<file path="src/rtl/divider_if.sv">
// divider_if: request/response bundle between the M-extension unit and the divider.
//   rs1_data, rs2_data : dividend and divisor, sampled on the start cycle
//   funct3             : 100 div, 101 divu, 110 rem, 111 remu
//   is_div             : level request, held high until div_done
//   div_done           : one-cycle completion pulse
//   div_out            : quotient or remainder, valid while div_done is high
// The master modport is the pipeline side; the slave modport is the divider.
interface divider_if #(
  parameter int WIDTH = 32
);
  logic [WIDTH-1:0] rs1_data;
  logic [WIDTH-1:0] rs2_data;
  logic [2:0]       funct3;
  logic             is_div;
  logic             div_done;
  logic [WIDTH-1:0] div_out;

  modport master (
    output rs1_data, rs2_data, funct3, is_div,
    input  div_done, div_out
  );

  modport slave (
    input  rs1_data, rs2_data, funct3, is_div,
    output div_done, div_out
  );
endinterface

</file>
<file path="src/rtl/divider.sv">
// divider: iterative radix-2 restoring divider for RV32M DIV/DIVU/REM/REMU.
//   clk  : clock, all state updates on the rising edge
//   rst  : asynchronous active-high reset
//   bus  : divider_if.slave (operands, funct3, is_div request, div_done, div_out)
// Signed operands are converted to magnitudes at the start cycle. WIDTH
// restoring steps follow, then div_out applies the saved sign. Divide by zero
// and signed overflow are resolved at the start cycle and finish one cycle later.
module divider #(
  parameter int WIDTH = 32
) (
  input  logic      clk,
  input  logic      rst,
  divider_if.slave  bus
);

  localparam int              CNT_W     = $clog2(WIDTH);
  localparam logic [CNT_W-1:0] LAST_STEP = CNT_W'(WIDTH - 1);
  localparam logic [WIDTH-1:0] MIN_NEG   = {1'b1, {(WIDTH-1){1'b0}}};

  typedef enum logic [1:0] {
    IDLE = 2'd0,
    CALC = 2'd1,
    DONE = 2'd2
  } state_t;

  state_t           state_reg, state_next;
  logic [WIDTH-1:0] quo_reg;
  logic [WIDTH-1:0] rem_reg;
  logic [WIDTH-1:0] divisor_reg;
  logic [CNT_W-1:0] count_reg;
  logic             rem_sel_reg;
  logic             neg_q_reg;
  logic             neg_r_reg;

  // Start-cycle decode, evaluated on the live inputs.
  logic             is_signed;
  logic             rs1_neg;
  logic             rs2_neg;
  logic [WIDTH-1:0] rs1_mag;
  logic [WIDTH-1:0] rs2_mag;
  logic             div_by_zero;
  logic             overflow;
  logic             special;
  logic             start;

  // Only the signed encodings (div=100, rem=110) take the magnitude path.
  assign is_signed   = bus.funct3[2] & ~bus.funct3[0];
  assign rs1_neg     = is_signed & bus.rs1_data[WIDTH-1];
  assign rs2_neg     = is_signed & bus.rs2_data[WIDTH-1];
  assign rs1_mag     = rs1_neg ? -bus.rs1_data : bus.rs1_data;
  assign rs2_mag     = rs2_neg ? -bus.rs2_data : bus.rs2_data;
  assign div_by_zero = (bus.rs2_data == '0);
  assign overflow    = is_signed & (bus.rs1_data == MIN_NEG) & (bus.rs2_data == '1);
  assign special     = div_by_zero | overflow;
  assign start       = (state_reg == IDLE) & bus.is_div;

  // One restoring step: shift {rem,quo} left, try subtracting the divisor.
  // The partial remainder can reach 2*divisor-1, so the trial needs one extra bit;
  // its top bit set means the subtraction borrowed and must be discarded.
  logic [WIDTH:0] trial;
  logic           trial_ok;

  assign trial    = {rem_reg, quo_reg[WIDTH-1]} - {1'b0, divisor_reg};
  assign trial_ok = ~trial[WIDTH];

  // State register
  always_ff @(posedge clk or posedge rst) begin
    if (rst) begin
      state_reg <= IDLE;
    end else begin
      state_reg <= state_next;
    end
  end

  // Next state and handshake output
  always_comb begin
    state_next   = state_reg;
    bus.div_done = 1'b0;
    case (state_reg)
      IDLE: begin
        if (bus.is_div) begin
          state_next = special ? DONE : CALC;
        end
      end
      CALC: begin
        // Dropping the request mid-calculation abandons the operation silently.
        if (!bus.is_div) begin
          state_next = IDLE;
        end else if (count_reg == LAST_STEP) begin
          state_next = DONE;
        end
      end
      DONE: begin
        bus.div_done = 1'b1;
        state_next   = IDLE;
      end
      default: begin
        state_next = IDLE;
      end
    endcase
  end

  // Datapath registers
  always_ff @(posedge clk or posedge rst) begin
    if (rst) begin
      quo_reg     <= '0;
      rem_reg     <= '0;
      divisor_reg <= '0;
      count_reg   <= '0;
      rem_sel_reg <= 1'b0;
      neg_q_reg   <= 1'b0;
      neg_r_reg   <= 1'b0;
    end else if (start) begin
      rem_sel_reg <= bus.funct3[1];
      divisor_reg <= rs2_mag;
      count_reg   <= '0;
      if (div_by_zero) begin
        // Quotient all ones, remainder is the raw dividend, no sign fix-up.
        quo_reg   <= '1;
        rem_reg   <= bus.rs1_data;
        neg_q_reg <= 1'b0;
        neg_r_reg <= 1'b0;
      end else if (overflow) begin
        quo_reg   <= MIN_NEG;
        rem_reg   <= '0;
        neg_q_reg <= 1'b0;
        neg_r_reg <= 1'b0;
      end else begin
        quo_reg   <= rs1_mag;
        rem_reg   <= '0;
        neg_q_reg <= rs1_neg ^ rs2_neg;
        neg_r_reg <= rs1_neg;
      end
    end else if (state_reg == CALC) begin
      // The dividend lives in quo_reg and shifts out of its top as quotient bits shift in.
      quo_reg   <= {quo_reg[WIDTH-2:0], trial_ok};
      rem_reg   <= trial_ok ? trial[WIDTH-1:0] : {rem_reg[WIDTH-2:0], quo_reg[WIDTH-1]};
      count_reg <= count_reg + CNT_W'(1);
    end
  end

  // Result select and sign fix-up from held registers; stays valid until the next start.
  logic [WIDTH-1:0] result_mag;
  logic             result_neg;

  assign result_mag  = rem_sel_reg ? rem_reg : quo_reg;
  assign result_neg  = rem_sel_reg ? neg_r_reg : neg_q_reg;
  assign bus.div_out = result_neg ? -result_mag : result_mag;

endmodule

</file>
<file path="src/flat_wrapper.sv">
// flat-port wrapper written by rule: the top's interface ports become plain ports
module divider_flat 
#(
  parameter int WIDTH = 32
)
  (clk, rst, bus_rs1_data, bus_rs2_data, bus_funct3, bus_is_div, bus_div_done, bus_div_out);
  divider_if #(.WIDTH(WIDTH)) bus_i ();
  input  logic clk;
  input  logic rst;
  input wire logic [$bits(bus_i.rs1_data)-1:0] bus_rs1_data;
  input wire logic [$bits(bus_i.rs2_data)-1:0] bus_rs2_data;
  input wire logic [$bits(bus_i.funct3)-1:0] bus_funct3;
  input wire logic [$bits(bus_i.is_div)-1:0] bus_is_div;
  output wire logic [$bits(bus_i.div_done)-1:0] bus_div_done;
  output wire logic [$bits(bus_i.div_out)-1:0] bus_div_out;
  assign bus_i.rs1_data = bus_rs1_data;
  assign bus_i.rs2_data = bus_rs2_data;
  assign bus_i.funct3 = bus_funct3;
  assign bus_i.is_div = bus_is_div;
  assign bus_div_done = bus_i.div_done;
  assign bus_div_out = bus_i.div_out;
  divider #(.WIDTH(WIDTH)) u_core (.clk(clk), .rst(rst), .bus(bus_i));
endmodule
</file>
<file path="config.mk">
export PLATFORM = sky130hd
export DESIGN_NAME = divider_flat
export DESIGN_NICKNAME = d
export VERILOG_FILES = /design/src/rtl/divider_if.sv /design/src/rtl/divider.sv /design/src/flat_wrapper.sv
export SDC_FILE = /design/constraint.sdc
export NUM_CORES = 1
export LEC_CHECK = 0
export CAP_MARGIN = 40
export CORE_MARGIN = 2
export CORE_UTILIZATION = 45
export CTS_CLUSTER_SIZE = 16
export DETAILED_ROUTE_END_ITERATION = 8
export HOLD_SLACK_MARGIN = 0.02
export PLACE_DENSITY_LB_ADDON = 0.1
export SLEW_MARGIN = 30
export SYNTH_ARGS = -nofsm -noshare
export SYNTH_HDL_FRONTEND = slang
export SYNTH_SLANG_ARGS = --single-unit
</file>
<file path="constraint.sdc">
create_clock -name clk -period 5.6 [get_ports clk]
set_input_delay 1.12 -clock clk [delete_from_list [all_inputs] [get_ports clk]]
set_output_delay 1.12 -clock clk [all_outputs]
set_load 0.02 [all_outputs]
</file>
==> impl_metrics.py <==
metrics = {
    "critical_path": {
        "ff2ff_path_depth": 13,
        "worstPathMaxFanout": 48,
        "crit_top_cell": "and2_1",
        "cp_slowest_cell": "clkdlybuf4s50_1",
        "critical_path_arrival_ns": 3.95,
        "critPathLaunchType": "register",
        "cpPeakStageDelay_ns": 0.63,
        "criticalPathCategory": "reg -> out",
        "cp-end-kind": "primary output",
        "required_ns": 4.48,
        "cp_cell_sequence": "buf_4 > mux2i_1 > nor4b_1 > and2_1 > nand2_1 > nor2_1 > and2_1 > a31oi_1 > xnor2_1 > clkdlybuf4s50_1",
    },
    "routing": {
        "drt_pass1_iterations": 5,
        "wl_per_cell_microns": 17.5,
        "viasPerCell": 5.71,
        "ant_nets": 0,
        "drc": 0,
        "drt-total-wl_mm": 26.1,
        "drt_iter0_markers": 566,
        "vias": 8543,
    },
    "logic_synthesis": {
        "synth_top_area_share_pct": 28.4,
        "syn_avg_cell_area_sq_um": 8.02,
        "synth_commonest_cells": "nand2_1 (139), dfrtp_1 (106), a21oi_1 (98), o21ai_0 (87), nor2_1 (84)",
        "synthesis.nets": 1273,
        "ys.flop_type": "dfrtp_1",
        "synthTopCellsByArea": "dfrtp_1 (28%), xnor2_1 (6.7%), nand2_1 (5.6%), a21oi_1 (5.3%), ha_1 (5.1%)",
        "synth_cell_types": 76,
        "ys_seq_area_share_pct": 28.4,
        "ys_ff_latch": 106,
        "ys.warnings.count": 0,
        "synth.cell_area_sq_mm": 0.00933,
        "syn_inst": 1164,
        "synthArstFlopShare_pct": 100,
        "yosysTopAreaCell": "dfrtp_1",
        "synth_most_common_cell": "nand2_1",
        "synth-edff-count": 0,
    },
    "clocking": {
        "ctsHoldBuffers": 0,
        "cts_root_buf": "clkbuf_16",
        "cts_tree": "built",
        "clk_latency_ns": 0.36,
        "clock_sinks": 106,
        "htree_levels": 3,
        "post_cts_resized": 0,
        "path_clk_slew_ns": 0.08,
        "clock_path_buffers": 2,
        "cts_setup_buffers": 0,
        "cts-buffers-inserted": 9,
    },
    "place": {
        "place_congestion": 0.915,
        "port_buffers": 102,
        "dpl.hpwl_mm": 20.2,
    },
    "die": {
        "io_pins": 103,
        "initial_core_util_pct": 46.0,
        "die-area_sq_mm": 0.0219,
        "row_count": 52,
        "die_h_microns": 148,
        "fp.dieW_microns": 148,
        "core_area_sq_mm": 0.0203,
    },
    "power": {
        "p_int_w": 0.00295,
        "p_leak_nw": 4.40,
        "total_power_w": 0.00557,
        "pwr-share-seq_pct": 25.4,
        "power_density_mw_per_mm2": 516,
        "combPwrFrac_pct": 62.9,
        "clkPwrFrac_pct": 11.7,
        "p_sw_share_pct": 47.0,
        "p_sw_w": 0.00262,
        "irDropWorstVdd_uv": 184,
    },
    "status": {
        "status": "finished, final reports clean",
    },
    "timing": {
        "worst_pin_slew_ns": 0.818,
        "final_hold_viol_count": 0,
        "clock.fmax_mhz": 197,
        "fin_tns_setup_ns": 0,
        "period_share_pct": 90.6,
        "rsz0062_at_grt": "false",
        "slew_violations": 0,
        "finClkSkew_ns": 0.0108,
        "setup_viol": 0,
        "min_period_ns": 5.07,
        "relSlewSlack_pct": 45.5,
    },
    "grt": {
        "grt_use_met2_pct": 35.3,
        "globalRouteMet3Util_pct": 2.62,
        "grtUsageMet1_pct": 38.1,
        "top_usage_layer": "met1",
        "grt_pass1_wl_mm": 42.6,
        "antenna_found_initial": 0,
        "track_usage_pct": 24.3,
        "grt_pass1_vias": 7786,
        "grt_start_max_net_pins": 72,
        "grt_overflow_total": 0,
    },
    "job": {
        "cap_viol_max_count": 0,
    },
    "final_layout": {
        "n_fill_cell": 1999,
        "area_growth_pct": 15.7,
        "register_area_sq_mm": 0.00265,
        "drive_above_1_share_pct": 5.62,
        "multiInputGateArea_sq_mm": 0.00616,
        "layout.nets": 1331,
        "diodes": 0,
    },
    "worst_hold_path": {
        "holdPathStages": 2,
        "hp-class": "reg -> reg",
    },
}
worst paths after layout:
| check | start | endpoint | slack [ns] |
|---|---|---|---|
| min in group asynchronous | rst | u_core.quo_reg[3]$_DFFE_PP0P_ | 1.13 |
| max in group asynchronous | rst | u_core.divisor_reg[16]$_DFFE_PP0P_ | 3.65 |
| max | u_core.rem_sel_reg$_DFFE_PP0P_ | bus_div_out[31] | 0.53 |
| max reg2reg | u_core.quo_reg[31]$_DFFE_PP0P_ | u_core.rem_reg[0]$_DFFE_PP0P_ | 1.93 |
| min reg2reg | u_core.divisor_reg[15]$_DFFE_PP0P_ | u_core.divisor_reg[15]$_DFFE_PP0P_ | 0.48 |
| min | u_core.divisor_reg[15]$_DFFE_PP0P_ | u_core.divisor_reg[15]$_DFFE_PP0P_ | 0.48 |
placed cells by master, fill, tap and decap left out, types with 5 or more instances in the layout:
master | synthesis | routed
xnor2_1 | 71 | 71
nor3_1 | 34 | 34
o211ai_1 | 8 | 8
dfrtp_1 | 106 | 105
or3_1 | 5 | 5
a22oi_1 | 7 | 7
o21ai_0 | 87 | 87
o21a_1 | 5 | 5
clkdlybuf4s50_1 | 0 | 102
o211a_1 | 5 | 5
nand3_1 | 21 | 21
nand4_1 | 13 | 13
a21oi_1 | 98 | 98
nand2b_1 | 15 | 15
mux2i_1 | 46 | 46
buf_4 | 3 | 13
o221a_2 | 5 | 5
a32oi_1 | 6 | 6
and3_1 | 12 | 12
nor2_1 | 84 | 83
nor4_1 | 6 | 6
a211oi_1 | 23 | 23
and2_1 | 5 | 5
clkbuf_16 | 0 | 9
xor2_1 | 48 | 48
nand2_1 | 139 | 139
ha_1 | 38 | 38
a21o_1 | 12 | 12
a31oi_1 | 22 | 22
nor2b_1 | 6 | 5
o22ai_1 | 10 | 10
o31ai_1 | 9 | 9
o221ai_1 | 6 | 6
o41ai_1 | 9 | 9
a221o_1 | 6 | 6
or4_1 | 5 | 5
inv_1 | 54 | 53
nor3b_1 | 5 | 5
layer usage:
layer	wire length, microns	vias up
met5	0	-
met1	13600	3941
met3	1270	27
met4	405	0
met2	10900	238
li1	-	4337
cell type report:
type | count | share of cell area (%)
well taps | 270 | 3.13
flip-flops and latches | 106 | 24.6
repair buffers | 117 | 10.6
inverters | 54 | 1.90
multi-input cells | 934 | 57.1
clock buffers | 13 | 2.50
clock inverters | 3 | 0.220
power groups by stage:
stage	combinational (W)	clock (W)	sequential (W)
2_1_floorplan	0.00268	0	0.00123
3_3_place_gp	0.00346	0	0.00140
3_5_place_dp	0.00348	0	0.00141
4_1_cts	0.00350	0.000665	0.00140
5_1_grt	0.00390	0.000692	0.00145
6_report	0.00350	0.000654	0.00141
logic make-up after synthesis:
logic type	Yosys count	share of synthesized area (%)
AO/OA/AOI/OAI	346	23.7
buffers and inverters	124	5.81
adder cells (fa/ha/maj)	39	5.31
AND/OR/NAND/NOR	378	19.9
XOR/XNOR	120	11.3
multiplexers	51	5.54
flip-flops	106	28.4
metrics by stage:
stage / setup WS (ns) / util, % / std cells / hold WS, ns / instance area, sq um
after floorplan: 0.641 / - / 1164 / 0.449 / 9330
after global placement: 0.996 / 51.6 / 1478 / 0.460 / 10500
after detailed placement: 0.893 / 51.7 / 1480 / 0.472 / 10500
after CTS: 0.479 / 53.1 / 1496 / 0.487 / 10800
after global routing: 0.0884 / 53.2 / 1497 / 0.504 / 10800
final: 0.528 / 53.2 / 1497 / 0.482 / 10800
critical path, delay by kind of cell (launching register included):
kind,cells,cell delay (ns)
AOI/OAI and AO/OA,1,0.15
xor gates and xnor gates,1,0.19
buffers and inverters,2,1.15
DFF,1,0.59
muxes,1,0.35
and+or+nand+nor,5,1.15
Note: power is estimated with default switching activity, not from simulation.
